[config.mk]
export PLATFORM = sky130hd
export DESIGN_NAME = bin2bcd_seq
export DESIGN_NICKNAME = d
export VERILOG_FILES = /design/src/rtl/bin2bcd_seq.sv
export SDC_FILE = /design/constraint.sdc
export NUM_CORES = 1
export LEC_CHECK = 0
export ABC_AREA = 1
export CORE_MARGIN = 10
export CORE_UTILIZATION = 50
export DETAILED_ROUTE_END_ITERATION = 10
export MAX_ROUTING_LAYER = met4
export PLACE_DENSITY = 0.84
export SLEW_MARGIN = 20
export SYNTH_ARGS = -nofsm -noshare
export SYNTH_HDL_FRONTEND = slang
export SYNTH_SLANG_ARGS = --single-unit
[constraint.sdc]
create_clock -name clk -period 1.6 [get_ports clk]
set_input_delay 0.32 -clock clk [delete_from_list [all_inputs] [get_ports clk]]
set_output_delay 0.32 -clock clk [all_outputs]
set_load 0.01 [all_outputs]
[src/rtl/bin2bcd_seq.sv]
// bin2bcd_seq: sequential double-dabble binary-to-BCD converter, one bit per clock.
// Feeds per-digit seven-segment decoders through a start/busy/done handshake.
// Optional feature macro: BIN2BCD_BLANK_EN enables the leading-zero blank mask on o_blank;
// when undefined o_blank is tied to zero.
module bin2bcd_seq #(
   parameter int unsigned WIDTH  = 16,
   parameter int unsigned DIGITS = 5
) (
   input  logic                  clk,
   input  logic                  rst,
   input  logic                  i_start,
   input  logic [WIDTH-1:0]      i_bin,
   output logic                  o_busy,
   output logic                  o_done,
   output logic [4*DIGITS-1:0]   o_bcd,
   output logic                  o_ovf,
   output logic [DIGITS-1:0]     o_blank
);

   localparam int unsigned BCD_W = 4 * DIGITS;
   localparam int unsigned CNT_W = $clog2(WIDTH + 1);
`ifdef BIN2BCD_BLANK_EN
   localparam logic [DIGITS-1:0] BLANK_RST = ~DIGITS'(1);
`else
   localparam logic [DIGITS-1:0] BLANK_RST = '0;
`endif

   typedef enum logic [1:0] {
      IDLE  = 2'd0,
      SHIFT = 2'd1,
      DONE  = 2'd2
   } state_t;

   state_t             state;
   state_t             state_nxt;
   logic [WIDTH-1:0]   shreg;
   logic [BCD_W-1:0]   scratch;
   logic [BCD_W-1:0]   adj;
   logic [BCD_W-1:0]   scratch_nxt;
   logic               ovf;
   logic               ovf_nxt;
   logic [CNT_W-1:0]   cnt;
   logic               start_ok;
   logic               last_shift;
   logic [DIGITS-1:0]  blank_nxt;

   // Start is only honoured when not mid-conversion; last_shift marks the edge entering DONE
   always_comb begin
      start_ok   = i_start && ((state == IDLE) || (state == DONE));
      last_shift = (state == SHIFT) && (cnt == CNT_W'(1));
   end

   // State register
   always_ff @(posedge clk) begin
      if (rst) state <= IDLE;
      else     state <= state_nxt;
   end

   // Next-state logic
   always_comb begin
      state_nxt = state;
      case (state)
         IDLE:    if (i_start) state_nxt = SHIFT;
         SHIFT:   if (cnt == CNT_W'(1)) state_nxt = DONE;
         DONE:    state_nxt = i_start ? SHIFT : IDLE;
         default: state_nxt = IDLE;
      endcase
   end

   // Per-digit add-3 (no inter-digit carry), then shift one binary bit into the scratch
   always_comb begin
      adj = scratch;
      for (int n = 0; n < int'(DIGITS); n++) begin
         if (scratch[4*n +: 4] >= 4'd5) adj[4*n +: 4] = scratch[4*n +: 4] + 4'd3;
      end
      scratch_nxt = {adj[BCD_W-2:0], shreg[WIDTH-1]};
      ovf_nxt     = ovf | adj[BCD_W-1];
   end

`ifdef BIN2BCD_BLANK_EN
   // Leading-zero mask over the final result; units digit is never blanked
   always_comb begin
      logic all_zero;
      all_zero  = 1'b1;
      blank_nxt = '0;
      for (int n = int'(DIGITS) - 1; n >= 1; n--) begin
         all_zero     = all_zero && (scratch_nxt[4*n +: 4] == 4'd0);
         blank_nxt[n] = all_zero;
      end
      if (ovf_nxt) blank_nxt = '0;
   end
`else
   // Blanking disabled: mask is constant zero
   always_comb begin
      blank_nxt = '0;
   end
`endif

   // Conversion datapath: capture on accepted start, shift while in SHIFT
   always_ff @(posedge clk) begin
      if (rst) begin
         shreg   <= '0;
         scratch <= '0;
         ovf     <= 1'b0;
         cnt     <= '0;
      end else if (start_ok) begin
         shreg   <= i_bin;
         scratch <= '0;
         ovf     <= 1'b0;
         cnt     <= CNT_W'(WIDTH);
      end else if (state == SHIFT) begin
         shreg   <= shreg << 1;
         scratch <= scratch_nxt;
         ovf     <= ovf_nxt;
         cnt     <= cnt - CNT_W'(1);
      end
   end

   // Registered outputs; results load only on the edge entering DONE and hold otherwise
   always_ff @(posedge clk) begin
      if (rst) begin
         o_busy  <= 1'b0;
         o_done  <= 1'b0;
         o_bcd   <= '0;
         o_ovf   <= 1'b0;
         o_blank <= BLANK_RST;
      end else begin
         o_busy <= (state_nxt == SHIFT);
         o_done <= (state_nxt == DONE);
         if (last_shift) begin
            o_ovf   <= ovf_nxt;
            o_bcd   <= ovf_nxt ? {DIGITS{4'h9}} : scratch_nxt;
            o_blank <= blank_nxt;
         end
      end
   end

endmodule

==> reports/results.txt <==
Yosys cell types: 30
CTS Root Cell: clkbuf_8
Worst r2r src: scratch[16]$_SDFFE_PP0P_
Hold Fails Final Rpt: 0
DP HPWL: 5520 um
Layout Nets: 515
Netlist Area Pre-Place: 3170 um2
First-pass GRT wire length: 12900 um
Clock power share: 35.3%
Multi-input gate area: 1470 um2
Stages on the worst setup path: 1
Required time of the critical path: 1.28 ns
Pre-CTS setup slack: 0.0205 ns
CTS Sinks: 67
Routability cong.: 0.860
Outcome: completed
Routed wire length: 7680 um
Leak: 1.79 nW
CTS tree: yes
Slew Viols, Final: 0
Critical Path, Cell by Cell: clkdlybuf4s50_1
Fillcell total: 513
Htree depth: 3
Internal: 0.00272 W
Setup-failing EPs final: 0
Number of global-route vias before repair: 2888
Ratio of cells with drive above 1 in the final layout: 12.7%
Initial antenna violation count: 0
CP Launch Point: o_bcd[12]$_SDFFE_PP0P_
Routed Antenna Nets: 0
GRT Total Usage: 15.8%
WHS: 0.464 ns
Final worst slack: 0.0466 ns
Crit Path Max Fanout: 2
Largest net degree at the start of global routing: 18
Worst hold path stage count: 2
Buf/Inv on CP: 1
Most common cell after layout, fill and taps aside: nand2_1
Clk Latency, worst-skew pair: 0.34 ns
Ys Warns: 0
Post-synth top area share: 42.3%
Initial Utilization: 52.6%
HP Class: flip-flop to flip-flop
Average size of a mapped cell: 7.37 um2
GRT overflow: 0
Crit-path max cell delay: 0.55 ns
Diode count: 0
R2r worst-path depth: 11
Crit path launch type: flip-flop
Power share of the combinational group: 16.3%
First DRT Iteration DRCs: 180
Die Wd: 99.6 um
Flops & latches, synth: 67
FF/Latch Area: 1340 um2
Hold Crit Start: o_bcd[14]$_SDFFE_PP0P_
Top-level I/O count: 47
Clock-pin slew on the worst setup and hold paths: 0.07 ns
Site row count: 28
Ranking of synthesized cells by area: dfxtp_1, o21ai_0, nand2_1
Fin Clk Skew: 0.00611 ns
Crit Path Category: flip-flop to output pin
Die height: 99.6 um
Critical Path AT: 1.23 ns
Core area: 6030 um2
Number of max-cap violations: 0
Initial DRT Pass Iterations: 4
Area leader, netlist: dfxtp_1
Fmax: 644 MHz
Buffers added on ports: 41
Most frequent cells in the layout: nand2_1, dfxtp_1, o21ai_0
CP top delay family: buffers and inverters
DRC: 0
Switching pwr: 0.00106 W
CTS Buf Count: 9
Via density: 5.31
Seq pwr share: 48.4%
Layout overhead on the synthesized area: 24.3%
Bufs on Longest Clock Path: 2
CP Capture Type: output pin
Synth Instances: 430
DR WL/cell: 13.6 um
Seq/Total Area, Yosys: 42.3%
Sw frac: 28.1%
Tmin final: 1.55 ns
Crit path max-delay cell type: clkdlybuf4s50_1
DR vias: 2987
Pwr dens: 959 nW/um2
IR drop worst, VDD: 0.000636 V
Final period util: 97.1%
Die area: 9930 um2
## tightest hold or removal path, cell delays in order (launching register included)
cell and delay, ns:
dfxtp_1 0.31, nand2_1 0.06, a21oi_1 0.05
## synthesized netlist by cell type, drive strengths merged
master   count
a211oi       1
a21oi       42
a221oi       1
a2bb2oi      1
a31oi        6
buf         14
clkbuf      10
conb         1
dfxtp       67
ha          12
inv         64
nand2       83
nand3       14
nand4        4
nor2        26
nor3         2
nor4         1
o211ai       4
o21ai       73
xor2         4
## sequential cells by signal, summed over array words and instances (netlist names)
signal,cells
o_done,1
o_busy,1
o_bcd,20
cnt,5
state,2
ovf,1
o_ovf,1
scratch,20
shreg,16
## power by group through the flow
stage / Clock (W) / Sequential, W / Combinational (W)
floorplan: 0 / 0.00185 / 0.000395
global placement: 0 / 0.00186 / 0.000559
finish: 0.00134 / 0.00183 / 0.000616
global route: 0.00142 / 0.00184 / 0.000697
CTS: 0.00135 / 0.00182 / 0.000587
detailed placement: 0 / 0.00186 / 0.000581
## area by class of cell
| cell class | count | area share (%) |
|---|---|---|
| multi-input combinational | 279 | 37.4 |
| sequential | 67 | 34.1 |
| timing repair buffer | 63 | 15.4 |
| inverter | 64 | 6.16 |
| clock buffer | 9 | 3.14 |
| tap | 75 | 2.38 |
| clock inverter | 6 | 1.46 |
## routing by layer
layer / vias up / track usage [%] / wire length (um)
met5: - / - / 0
met4: 0 / 5.62 / 106
li1: 1499 / - / -
met3: 10 / 5.12 / 500
met2: 108 / 25.9 / 3730
met1: 1370 / 17.8 / 3340
## per-stage QoR
step	instances	area, um2	total power [W]	util (%)	TNS, ns
after floorplan	434	3190	0.00225	-	0
after global placement	542	3670	0.00242	60.9	0
after detailed placement	542	3670	0.00244	60.9	0
after CTS	557	3850	0.00376	64.0	0
after global routing	563	3940	0.00395	65.4	-0.0111
final	563	3940	0.00378	65.4	0
## kinds of logic (layout without fill, tap and decap cells)
family / Yosys count / after routing / synth area share (%)
simple gates: 130 / 130 / 17.8
xor+xnor: 4 / 4 / 1.10
compound gates: 128 / 128 / 21.5
other cells: 1 / 5 / 0.118
fa+ha+maj: 12 / 12 / 4.74
flops: 67 / 67 / 42.3
buf+inv: 88 / 142 / 12.4
## repair_timing
item	in CTS	in global routing
cloned	0	1
setup buffers	0	5
pin swaps	0	3
gates resized for setup	2	13
hold buffers	0	0
setup endpoints to repair	10	22
## worst paths after layout
kind	endpoint	slack, ns
hold reg to reg	o_bcd[14]$_SDFFE_PP0P_	0.46
setup reg to reg	o_bcd[4]$_SDFFE_PP0P_	0.12
setup / recovery	o_bcd[12]	0.05
hold / removal	o_bcd[14]$_SDFFE_PP0P_	0.46
(Power assumes the default switching activity.)
